`src/rtl/ram_march_tester.sv`:
```
// ram_march_tester: four-phase march BIST sequencer for a single-port
// synchronous RAM (W0 up, R0 up, W1 down with complement, R1 down).
// Ports: clk, rst (async, active high), start (level, sampled in IDLE);
//   status busy, done (1-cycle pulse), pass, err_count (saturating),
//   fail_addr / fail_data (first mismatch);
//   RAM side ram_address, ram_data_in, ram_cs, ram_we, ram_oe driven out,
//   ram_data_out read back.
// Option: define ADDR_PATTERN_EN to XOR the address into the test word.
module ram_march_tester #(
    parameter int                    DATA_WIDTH = 8,
    parameter int                    ADDR_WIDTH = 8,
    parameter logic [DATA_WIDTH-1:0] PATTERN    = 8'h55,
    parameter int                    ERR_WIDTH  = 8
) (
    input  logic                  clk,
    input  logic                  rst,
    input  logic                  start,
    output logic                  busy,
    output logic                  done,
    output logic                  pass,
    output logic [ERR_WIDTH-1:0]  err_count,
    output logic [ADDR_WIDTH-1:0] fail_addr,
    output logic [DATA_WIDTH-1:0] fail_data,
    output logic [ADDR_WIDTH-1:0] ram_address,
    output logic [DATA_WIDTH-1:0] ram_data_in,
    output logic                  ram_cs,
    output logic                  ram_we,
    output logic                  ram_oe,
    input  logic [DATA_WIDTH-1:0] ram_data_out
);

`ifdef ADDR_PATTERN_EN
    localparam bit ADDR_MIX = 1'b1;
`else
    localparam bit ADDR_MIX = 1'b0;
`endif

    localparam logic [ADDR_WIDTH-1:0] LAST_ADDR = '1;
    // Read phases last D+1 cycles: the extra cycle drains the RAM's
    // registered output for the final address.
    localparam logic [ADDR_WIDTH:0] RD_LAST = {1'b1, {ADDR_WIDTH{1'b0}}};

    typedef enum logic [2:0] {
        IDLE,
        W0,
        R0,
        W1,
        R1,
        FIN
    } state_t;

    state_t                state;
    logic [ADDR_WIDTH:0]   cnt;
    logic [ADDR_WIDTH-1:0] prev_addr;
    logic [DATA_WIDTH-1:0] exp_word;
    logic                  mismatch;

    function automatic logic [DATA_WIDTH-1:0] pat(
        input logic [ADDR_WIDTH-1:0] a
    );
        logic [DATA_WIDTH-1:0] ext;
        ext = DATA_WIDTH'(a);
        pat = ADDR_MIX ? (PATTERN ^ ext) : PATTERN;
    endfunction

    // Read data arriving this cycle belongs to last cycle's address.
    always_comb begin
        exp_word = pat(prev_addr);
        if (state == R1) begin
            exp_word = ~pat(prev_addr);
        end
        mismatch = 1'b0;
        if ((state == R0 || state == R1) && cnt != '0) begin
            mismatch = (ram_data_out != exp_word);
        end
    end

    always_ff @(posedge clk or posedge rst) begin
        if (rst) begin
            state       <= IDLE;
            cnt         <= '0;
            prev_addr   <= '0;
            busy        <= 1'b0;
            done        <= 1'b0;
            pass        <= 1'b0;
            err_count   <= '0;
            fail_addr   <= '0;
            fail_data   <= '0;
            ram_address <= '0;
            ram_data_in <= '0;
            ram_cs      <= 1'b0;
            ram_we      <= 1'b0;
            ram_oe      <= 1'b0;
        end else begin
            done      <= 1'b0;
            prev_addr <= ram_address;
            if (mismatch) begin
                if (err_count != '1) begin
                    err_count <= err_count + 1'b1;
                end
                if (err_count == '0) begin
                    fail_addr <= prev_addr;
                    fail_data <= ram_data_out;
                end
            end
            unique case (state)
                IDLE: begin
                    if (start) begin
                        state       <= W0;
                        busy        <= 1'b1;
                        ram_cs      <= 1'b1;
                        ram_we      <= 1'b1;
                        ram_oe      <= 1'b0;
                        ram_address <= '0;
                        ram_data_in <= pat('0);
                        err_count   <= '0;
                        fail_addr   <= '0;
                        fail_data   <= '0;
                        pass        <= 1'b0;
                    end
                end
                W0: begin
                    if (ram_address == LAST_ADDR) begin
                        state       <= R0;
                        cnt         <= '0;
                        ram_we      <= 1'b0;
                        ram_oe      <= 1'b1;
                        ram_address <= '0;
                        ram_data_in <= '0;
                    end else begin
                        ram_address <= ram_address + 1'b1;
                        ram_data_in <= pat(ram_address + 1'b1);
                    end
                end
                R0: begin
                    cnt <= cnt + 1'b1;
                    if (cnt == RD_LAST) begin
                        state       <= W1;
                        ram_we      <= 1'b1;
                        ram_oe      <= 1'b0;
                        ram_address <= LAST_ADDR;
                        ram_data_in <= ~pat(LAST_ADDR);
                    end else if (ram_address != LAST_ADDR) begin
                        ram_address <= ram_address + 1'b1;
                    end
                end
                W1: begin
                    if (ram_address == '0) begin
                        state       <= R1;
                        cnt         <= '0;
                        ram_we      <= 1'b0;
                        ram_oe      <= 1'b1;
                        ram_address <= LAST_ADDR;
                        ram_data_in <= '0;
                    end else begin
                        ram_address <= ram_address - 1'b1;
                        ram_data_in <= ~pat(ram_address - 1'b1);
                    end
                end
                R1: begin
                    cnt <= cnt + 1'b1;
                    if (cnt == RD_LAST) begin
                        state       <= FIN;
                        busy        <= 1'b0;
                        done        <= 1'b1;
                        ram_cs      <= 1'b0;
                        ram_oe      <= 1'b0;
                        ram_address <= '0;
                        // Fold in this edge's compare, which also lands now.
                        pass        <= (err_count == '0) && !mismatch;
                    end else if (ram_address != '0) begin
                        ram_address <= ram_address - 1'b1;
                    end
                end
                FIN: begin
                    state <= IDLE;
                end
                default: begin
                    state <= IDLE;
                end
            endcase
        end
    end

endmodule
```
`config.mk`:
```
export PLATFORM = sky130hd
export DESIGN_NAME = ram_march_tester
export DESIGN_NICKNAME = d
export VERILOG_FILES = /design/src/rtl/ram_march_tester.sv
export SDC_FILE = /design/constraint.sdc
export NUM_CORES = 1
export LEC_CHECK = 0
export BUFFER_PORTS_ARGS = -buffer_cell sky130_fd_sc_hd__buf_4
export CORE_UTILIZATION = 51
export DETAILED_ROUTE_END_ITERATION = 8
export PLACE_DENSITY = 0.78
export SLEW_MARGIN = 20
export SYNTH_ARGS = -nofsm -noshare
export SYNTH_HDL_FRONTEND = slang
export SYNTH_SLANG_ARGS = --single-unit
```
`constraint.sdc`:
```
create_clock -name clk -period 2.2 [get_ports clk]
set_clock_uncertainty 0.15 [all_clocks]
set_input_delay 0.22 -clock clk [delete_from_list [all_inputs] [get_ports clk]]
set_output_delay 0.22 -clock clk [all_outputs]
set_load 0.01 [all_outputs]
```
==> metrics.csv, run 1 <==
metric,value,unit
Slew HR,73.0,%
number of flops mapped to enable cells by yosys,0,
WP data arrival,2.32,ns
routability cong.,0.888,
DP HPWL,5810,um
initial DRC count,221,
Post-DP Area,3940,um^2
r2r setup slk,-0.02,ns
minimum clock period,2.22,ns
Netlist cell types,60,
I/O Buffers,56,
Max Fclk,0.451,GHz
DRC viols,0,
global route overflow,0,
Finished Cell Area,4380,um^2
cts bufs inserted,9,
Async SR Flop Fraction,100,%
RR Endpoint,ram_address[2],
hold path start,ram_data_out[6],
via count,3129,
initial antenna violation count,0,
Post-Syn Instances,351,
final setup vio count,1,
Gate power share,2.9,%
Clock Path Buffers,2,
TritonRoute pass-1 iters,4,
"Seq/Total Area, Yosys",45.6,%
WL per Instance,16.5,um
Worst VDD drop,0.313,mV
Clock Sinks,59,
root buf cell,clkbuf_8,
"Avg Cell Area, Syn",9.22,um^2
IO Pins,57,
"Worst Path Class, Setup",flop to flop,
"leading cell types in the layout, fill and taps excluded","buf_4, dfrtp_1, nand2_1",
"most common cell after layout, fill and taps aside",buf_4,
"Net count, final",467,
layout cell share with drive strength beyond 1,33.8,%
HP Class,input port to flop,
sink of the worst hold path,fail_data[6],
Sw Ratio,23.4,%
measured slew at the worst slew-check pin,0.399,ns
pre-CTS setup slack,-0.105,ns
clock slew at reported path FFs,0.08,ns
ys flop type,dfrtp_1,
first-pass GRT wire length,13400,um
area grow syn2layout,35.3,%
RSZ-0062 raised after global routing,yes,
clock network power share,46.2,%
CP max FO,7,
Critical Path RT,2.30,ns
ant diodes,0,
pwr/cell area,486,nW/um^2
Max Slew Vio Count,0,
Die ar.,6670,um^2
Yosys Warn Count,0,
outcome,"complete, but fails checks",
Max H-tree Level,3,
die height,81.7,um
Psw,0.497,mW
GR Util All Layers,27.1,%
hold path depth,3,
Worst setup SP type,flop,
num rows,28,
Max Cap Violations,0,
final wirelength,8770,um
violated checks,negative setup slack,
Yosys reg bits,59,
r2r startpoint,cnt[6],
Worst-Skew Late Latency,0.35,ns
Reg2Reg Depth,8,
Leak Pwr,2.12,nW
CTS tree,yes,
Mapped Area,3240,um^2
Final Hold Fails,0,
Core Box Area,6030,um^2
vias in the first global route,2820,
period utilization,101,%
die width,81.7,um
syn nets,368,
initial core utilization,53.7,%
sequential share of power,51.0,%
antenna-violating nets left,0,
Avg Vias per Cell,5.90,
Worst setup EP type,flop,
final worst slack,-0.0183,ns
P_int,1.63,mW
largest net degree at the start of global routing,60,
sequential cells by signal, indices dropped and copies added, names as in the netlist:
register,cells
cnt,9
done,1
err_count,8
fail_addr,8
fail_data,8
pass,1
prev_addr,8
ram_address,8
ram_cs,1
ram_data_in,2
ram_oe,1
ram_we,1
state,3
worst max path at each step:
stage / start / endpoint / cells after the start
floorplan: ram_address[0] / ram_address[2] / 9
global placement: ram_address[0] / ram_address[4] / 8
detailed placement: ram_address[0] / ram_address[4] / 8
CTS: ram_address[1] / ram_address[1] / 9
global route: cnt[6] / ram_address[2] / 8
finish: cnt[6] / ram_address[2] / 8
power groups by stage:
| stage | Clock, mW | Combinational [mW] | Sequential, mW |
|---|---|---|---|
| final | 0.982 | 0.0607 | 1.08 |
| after global routing | 1.04 | 0.0686 | 1.08 |
| after CTS | 0.992 | 0.0609 | 1.08 |
| after detailed placement | 0 | 0.0523 | 1.10 |
| after global placement | 0 | 0.0515 | 1.10 |
| after floorplan | 0 | 0.0217 | 1.11 |
area by class of cell:
cell class	count	area, um^2
inverters	13	48.8
well taps	75	93.8
clock buffers	9	124
fillers	411	1650
flip-flops and latches	59	1480
repair buffers	112	885
multi-input cells	255	1680
clock inverters	7	68.8
critical path: stages (launching register included):
cell     delay, ns
dfrtp_2       0.43
nor4_4        0.35
nand4_4       0.21
a21oi_2       0.21
o32a_1        0.31
buf_4         0.17
buf_4         0.10
nand2_1       0.04
a21o_1        0.15
through the flow:
| stage | setup TNS, ns | power (mW) | util (%) | cells | hold WS (ns) |
|---|---|---|---|---|---|
| finish | -0.0183 | 2.13 | 72.7 | 530 | 0.00700 |
| global route | -0.417 | 2.19 | 72.7 | 530 | 0.0317 |
| CTS | 0 | 2.14 | 70.7 | 523 | 0.00536 |
| detailed placement | -0.414 | 1.16 | 65.3 | 497 | 0.161 |
| global placement | -0.0230 | 1.16 | 65.3 | 497 | 0.158 |
| floorplan | 0 | 1.13 | - | 351 | 0.223 |
repair_timing:
item,CTS,global route
endpoints found under the hold margin,64,0
endpoints found under the setup margin,14,26
pin swaps,3,8
resized for setup,8,24
hold buffers,6,0
buffers inserted,4,7
cells by family (layout without fill, tap and decap cells):
family,count (synthesis),after routing,synth area share [%]
compound gates,83,83,15.9
xor+xnor,8,8,2.16
fa+ha+maj,6,6,2.32
buf+inv,37,141,5.95
flops,59,59,45.6
mux,13,13,4.02
simple gates,145,145,24.0
synth_stat cells, drive strengths merged (2+ instances only):
| master | count | area [um^2] |
|---|---|---|
| a211oi | 2 | 15.0 |
| a31oi | 3 | 18.8 |
| or3b | 3 | 28.8 |
| or3 | 2 | 12.5 |
| dfrtp | 59 | 1480 |
| a21oi | 26 | 134 |
| o31ai | 2 | 15.0 |
| nor2b | 2 | 12.5 |
| nand2b | 3 | 18.8 |
| ha | 6 | 75.1 |
| nand3 | 19 | 100 |
| xor2 | 5 | 43.8 |
| clkbuf | 5 | 18.8 |
| mux2i | 13 | 130 |
| and3 | 10 | 62.6 |
| nor4bb | 4 | 40.0 |
| a22o | 2 | 17.5 |
| xnor2 | 3 | 26.3 |
| o32a | 2 | 20.0 |
| nand4 | 5 | 46.3 |
| nor3 | 9 | 45.0 |
| inv | 13 | 48.8 |
| o21ai | 26 | 130 |
| nand2 | 39 | 154 |
| buf | 19 | 125 |
| nor2 | 37 | 146 |
| nor3b | 2 | 15.0 |
| o22ai | 2 | 12.5 |
| and2 | 2 | 12.5 |
| a21o | 5 | 37.5 |
| nor4 | 2 | 27.5 |
layer usage:
metal  vias up  global-route usage [%]  share of wire, %
li1       1435                       -                 -
met1      1492                    35.5                41
met2       168                    42.1                48
met3        34                    6.00               7.7
met4         0                    14.2               2.8
met5         -                       0                 0
Power figures use the tool's default switching activity.
==> inputs of run 2 (changes only) <==
--- a/config.mk
+++ b/config.mk
@@ -6,8 +6,10 @@
 export NUM_CORES = 1
 export LEC_CHECK = 0
 export BUFFER_PORTS_ARGS = -buffer_cell sky130_fd_sc_hd__buf_4
+export CAP_MARGIN = 20
 export CORE_UTILIZATION = 51
 export DETAILED_ROUTE_END_ITERATION = 8
+export HOLD_SLACK_MARGIN = 0.12
 export PLACE_DENSITY = 0.78
 export SLEW_MARGIN = 20
 export SYNTH_ARGS = -nofsm -noshare
==> run 2 against run 1 <==
Compared with the run above: the flow still finishes with violations (negative setup slack); fmax fell by 0.15%; core utilization rose by 0.50 points; non-clock buffer count rose by 3; global-route usage rose by 0.24 points; sequential power barely moved; final cell count rose by 0.57%; worst setup slack got worse by 0.0033 ns; total power rose by 0.22%; clock power barely moved; combinational power rose by 8.4%; register-to-register slack barely moved; critical endpoint unchanged.
==> metrics.csv, run 2 (synthesis results as in run 1) <==
metric,value,unit,change
pwr/cell area,483,nW/um^2,-0.46%
cts bufs inserted,9,,unchanged
Slew HR,74.8,%,+1.8 points
register area,1480,um^2,unchanged
Pwr Total,2.13,mW,+0.22%
vias in the first global route,2848,,+0.99%
HP Class,input port to flop,,
routability cong.,0.888,,unchanged
largest net degree at the start of global routing,60,,unchanged
worst setup path startpoint,cnt[6],,
DP HPWL,5810,um,unchanged
Max H-tree Level,3,,unchanged
final setup vio count,3,,+2
period utilization,101,%,+0.15 points
DRC viols,0,,unchanged
Worst VDD drop,0.310,mV,-0.97%
multi-input logic area,1680,um^2,unchanged
"Net count, final",470,,+0.64%
CP max FO,7,,unchanged
RSZ-0062 raised after global routing,yes,,
IO Pins,57,,unchanged
final worst slack,-0.0216,ns,-0.00331 ns
RR Endpoint,ram_address[2],,
violated checks,negative setup slack,,
Avg Vias per Cell,5.90,,about the same
WP data arrival,2.32,ns,about the same
Leak Pwr,2.13,nW,+0.59%
WL per Instance,16.7,um,+0.89%
Core Box Area,6030,um^2,unchanged
hold path start,start,,
r2r setup slk,-0.02,ns,about the same
global route overflow,0,,unchanged
Final Hold Fails,0,,unchanged
Final TNS setup,-0.0295,ns,-0.0112 ns
first-pass GRT wire length,13500,um,+0.87%
Die ar.,6670,um^2,unchanged
"leading cell types in the layout, fill and taps excluded","buf_4, dfrtp_1, nand2_1",,
via count,3144,,+0.48%
Reg2Reg Depth,8,,unchanged
initial antenna violation count,0,,unchanged
max FFs per register,9,,unchanged
root buf cell,clkbuf_8,,
Clock Path Buffers,2,,unchanged
Worst setup EP type,flop,,
Critical Path RT,2.30,ns,about the same
Max Slew Vio Count,0,,unchanged
antenna-violating nets left,0,,unchanged
Clock Sinks,59,,unchanged
die width,81.7,um,unchanged
initial core utilization,53.7,%,unchanged
num rows,28,,unchanged
measured slew at the worst slew-check pin,0.373,ns,-0.0259 ns
Max Fclk,0.450,GHz,-0.15%
Worst-Skew Late Latency,0.35,ns,about the same
initial DRC count,251,,+14%
sink of the worst hold path,ram_cs,,
TritonRoute pass-1 iters,5,,+1
CTS tree,yes,,
"most common cell after layout, fill and taps aside",buf_4,,
"Worst Path Class, Setup",flop to flop,,
Worst setup SP type,flop,,
Post-DP Area,3940,um^2,unchanged
ant diodes,0,,unchanged
Fill cells,408,,-0.73%
GR Util All Layers,27.3,%,+0.24 points
pre-CTS setup slack,-0.105,ns,unchanged
layout cell share with drive strength beyond 1,33.6,%,-0.22 points
Top reg by flops,cnt,,
clock slew at reported path FFs,0.08,ns,about the same
minimum clock period,2.22,ns,+0.00331 ns
hold path depth,4,,+1
outcome,"complete, but fails checks",,
Max Cap Violations,0,,unchanged
I/O Buffers,56,,unchanged
die height,81.7,um,unchanged
area grow syn2layout,36.2,%,
final wirelength,8900,um,+1.5%
Finished Cell Area,4410,um^2,+0.69%
r2r startpoint,cnt[6],,
==> run 2: cell count changes in the layout (fill, tap and decap cells not counted) <==
cell | previous run | this run
dlygate4sd3_1 | 6 | 9
==> run 2: layout make-up <==
class	count	area share (%)
clock buffer	9	2.81
clock inverter	7	1.56
inverter	13	1.11
multi-input combinational	255	38.1
sequential	59	33.5
tap	75	2.13
timing repair buffer	115	20.7
==> run 2: worst max path at each step <==
stage                           to  slack [ns]
floorplan           ram_address[2]        0.02
global placement    ram_address[4]       -0.02
detailed placement  ram_address[4]       -0.10
CTS                 ram_address[1]       0.001
global route        ram_address[2]       -0.08
finish              ram_address[2]       -0.02
==> run 2: what timing repair did <==
item | CTS | global route
buffers inserted | 4 | 7
endpoints found under the setup margin | 14 | 29
pin swaps | 3 | 8
gates resized for setup | 8 | 24
hold endpoints to repair | 67 | 0
hold buffers | 9 | 0
==> run 2: stage by stage <==
| step | hold slack (ns) | std cells | utilization, % |
|---|---|---|---|
| 4_1_cts | 0.249 | 526 | 71.2 |
| 6_report | 0.262 | 533 | 73.2 |
| 5_1_grt | 0.330 | 533 | 73.2 |
| 3_3_place_gp | 0.158 | 497 | 65.3 |
| 3_5_place_dp | 0.161 | 497 | 65.3 |
| 2_1_floorplan | 0.223 | 351 | - |
==> run 2: routing by layer <==
| metal | GRT usage, % | share of wire, % | up-vias |
|---|---|---|---|
| met5 | 0 | 0 | - |
| met3 | 6.33 | 8.4 | 28 |
| li1 | - | - | 1443 |
| met2 | 42.5 | 48 | 181 |
| met1 | 35.6 | 41 | 1492 |
| met4 | 14.2 | 2.6 | 0 |
==> run 2: where the power goes <==
group	switching (mW)	total [mW]	leakage (nW)	internal, mW
logic	0.0352	0.0658	1.28	0.0306
registers	0	1.08	0.757	1.08
clock network	0.463	0.981	0.0950	0.518
total	0.499	2.13	2.13	1.63
==> run 2: worst max-delay path, stage by stage (launching register included) <==
cell and delay (ns):
dfrtp_2 0.43, nor4_4 0.36, nand4_4 0.21, a21oi_2 0.21, o32a_1 0.32, buf_4 0.17
buf_4 0.10, nand2_1 0.04, a21o_1 0.15
==> inputs of run 3 (changes only) <==
--- a/config.mk
+++ b/config.mk
@@ -10,7 +10,7 @@
 export CORE_UTILIZATION = 51
 export DETAILED_ROUTE_END_ITERATION = 8
 export HOLD_SLACK_MARGIN = 0.12
-export PLACE_DENSITY = 0.78
+export PLACE_DENSITY = 0.86
 export SLEW_MARGIN = 20
 export SYNTH_ARGS = -nofsm -noshare
 export SYNTH_HDL_FRONTEND = slang
==> run 3 against run 2 <==
Compared with the run above: the run still ends with negative setup slack left; combinational power is 4.1% higher; die area stayed put; global-route usage is 0.79 points higher; final area is 1.6% higher; total power is 5.2% lower; worst setup slack worse by 0.012 ns; sequential cell count stayed put; highest routed layer unchanged; first-iteration DRC count is 2.0% lower; largest cell class unchanged.
==> metrics.csv, run 3 (synthesis results as in run 1) <==
metric,value,unit,change
hold path depth,5,,+1
Buf/Inv on CP,3,,+1
Top reg by flops,cnt,,
CP max FO,7,,unchanged
"Slowest-stage cell, CP",dlygate4sd3_1,,
"most common cell after layout, fill and taps aside",buf_4,,
clock slew at reported path FFs,0.08,ns,about the same
die width,81.7,um,unchanged
ant diodes,0,,unchanged
Core Box Area,6030,um^2,unchanged
Max H-tree Level,3,,unchanged
TritonRoute pass-1 iters,5,,unchanged
vias in the first global route,3064,,+7.6%
outcome,"complete, but fails checks",,
Finished Cell Area,4480,um^2,+1.6%
"leading cell types in the layout, fill and taps excluded","buf_4, dfrtp_1, nand2_1",,
Layout Cells excl Fill,540,,+1.3%
violated checks,negative setup slack,,
area grow syn2layout,38.4,%,
final setup vio count,2,,-1
routability cong.,0.919,,+3.5%
initial antenna violation count,0,,unchanged
root buf cell,clkbuf_8,,
Max Slew Vio Count,0,,unchanged
Max Fclk,0.448,GHz,-0.56%
RSZ-0062 raised after global routing,yes,,
Final Hold Fails,0,,unchanged
Worst VDD drop,0.389,mV,+25%
RR Endpoint,ram_address[1],,
DRC viols,0,,unchanged
layout cell share with drive strength beyond 1,35.7,%,+2.1 points
Avg Vias per Cell,6.03,,+2.2%
Reg2Reg Depth,10,,+2
HP Class,input port to flop,,
Leak Pwr,2.15,nW,+1.1%
Slew HR,65.9,%,-8.9 points
WP data arrival,2.31,ns,about the same
measured slew at the worst slew-check pin,0.508,ns,+0.135 ns
global route overflow,0,,unchanged
initial core utilization,53.7,%,unchanged
final wirelength,9940,um,+12%
Final TNS setup,-0.0423,ns,-0.0128 ns
Clock Sinks,59,,unchanged
max FFs per register,9,,unchanged
Critical Path RT,2.27,ns,-0.03 ns
initial DRC count,246,,-2.0%
Die ar.,6670,um^2,unchanged
Placed Instances,507,,+2.0%
largest net degree at the start of global routing,60,,unchanged
hold path start,start,,
Crit path max-delay family,buffers and inverters,,
num rows,28,,unchanged
Fin Hold WS,0.245,ns,-0.0174 ns
r2r startpoint,ram_address[1],,
DP HPWL,5900,um,+1.6%
final worst slack,-0.0340,ns,-0.0124 ns
"slowest stage delay, CP",0.55,ns,+0.12 ns
die height,81.7,um,unchanged
pwr/cell area,451,nW/um^2,-6.6%
Clock Path Buffers,2,,unchanged
sink of the worst hold path,ram_data_in[6],,
Worst setup EP type,flop,,
Post-DP Area,4010,um^2,+1.9%
antenna-violating nets left,0,,unchanged
WL per Instance,18.4,um,+10%
r2r setup slk,-0.01,ns,about the same
IO Pins,57,,unchanged
via count,3256,,+3.6%
I/O Buffers,56,,unchanged
"Worst Path Class, Setup",input port to flop,,
CTS tree,yes,,
Worst setup SP type,input port,,
Worst-Skew Late Latency,0.35,ns,about the same
"Net count, final",478,,+1.7%
Max Cap Violations,0,,unchanged
cells along the critical path,"dlygate4sd3_1, buf_4, nor4bb_1, nand3_1, o2111a_2, buf_6, nand4_1, mux2i_1, nor2_1",,
"Core Util, Final",74.3,%,+1.2 points
period utilization,102,%,+0.56 points
GR Util All Layers,28.1,%,+0.79 points
first-pass GRT wire length,14100,um,+4.5%
cts bufs inserted,9,,unchanged
minimum clock period,2.23,ns,+0.0124 ns
==> run 3: cell count changes in the layout (fill, tap and decap cells not counted), moves of 3 or more <==
cell | before | now
buf_6 | 1 | 4
dfrtp_1 | 58 | 55
dfrtp_2 | 1 | 4
buf_4 | 103 | 108
==> run 3: worst max-delay path by stage <==
stage	from	endpoint	slack (ns)	cells past startpoint
6_report	ram_data_out[2]	err_count[4]	-0.03	9
5_1_grt	ram_data_out[3]	err_count[4]	-0.1	9
4_1_cts	ram_address[1]	ram_address[5]	0.01	10
3_5_place_dp	ram_address[0]	ram_address[4]	-0.10	8
3_3_place_gp	ram_address[0]	ram_address[4]	-0.02	8
2_1_floorplan	ram_address[0]	ram_address[2]	0.02	9
==> run 3: metal layers <==
layer | share of wire [%] | up-vias | track usage (%) | wire [um]
li1 | - | 1464 | - | -
met1 | 40 | 1577 | 35.1 | 3970
met5 | 0 | - | 0 | 0
met4 | 2.8 | 0 | 14.6 | 280
met3 | 7.8 | 31 | 6.44 | 776
met2 | 49 | 184 | 45.5 | 4910
==> run 3: metrics by stage <==
step / power, mW / setup WS (ns)
floorplan: 1.13 / 0.0205
global placement: 1.16 / -0.0220
detailed placement: 1.16 / -0.103
CTS: 2.01 / 0.0111
global route: 2.08 / -0.0988
finish: 2.02 / -0.0340
==> run 3: layout make-up <==
cell class              instances  area (um^2)
clock buffers                  12          145
inverters                      13         48.8
well taps                      75         93.8
clock inverters                 3         15.0
fillers                       404         1550
multi-input cells             255         1710
repair buffers                123          986
flip-flops and latches         59         1480
==> run 3: worst reg2reg max path: cells and delay by family (launching register included) <==
family | cells | cell delay, ns
AO/OA/AOI/OAI | 4 | 0.50
flip-flops | 1 | 0.46
AND/OR/NAND/NOR | 2 | 0.46
adder cells (fa/ha/maj) | 1 | 0.13
buffers and inverters | 3 | 0.39
==> run 3: where the power goes <==
| part | internal [mW] | switching, mW | leakage (nW) | total (mW) |
|---|---|---|---|---|
| clock | 0.428 | 0.440 | 0.0860 | 0.868 |
| combinational | 0.0307 | 0.0377 | 1.31 | 0.0685 |
| sequential | 1.08 | 0 | 0.755 | 1.08 |
==> run 3: repair_timing <==
action                                  4_1_cts  5_1_grt
pin swaps                                     2       16
hold buffers                                  9        0
hold endpoints to repair                     67        0
endpoints found under the setup margin        5       29
buffers inserted                              4        6
resized for setup                             1       44
cloned                                        0        0
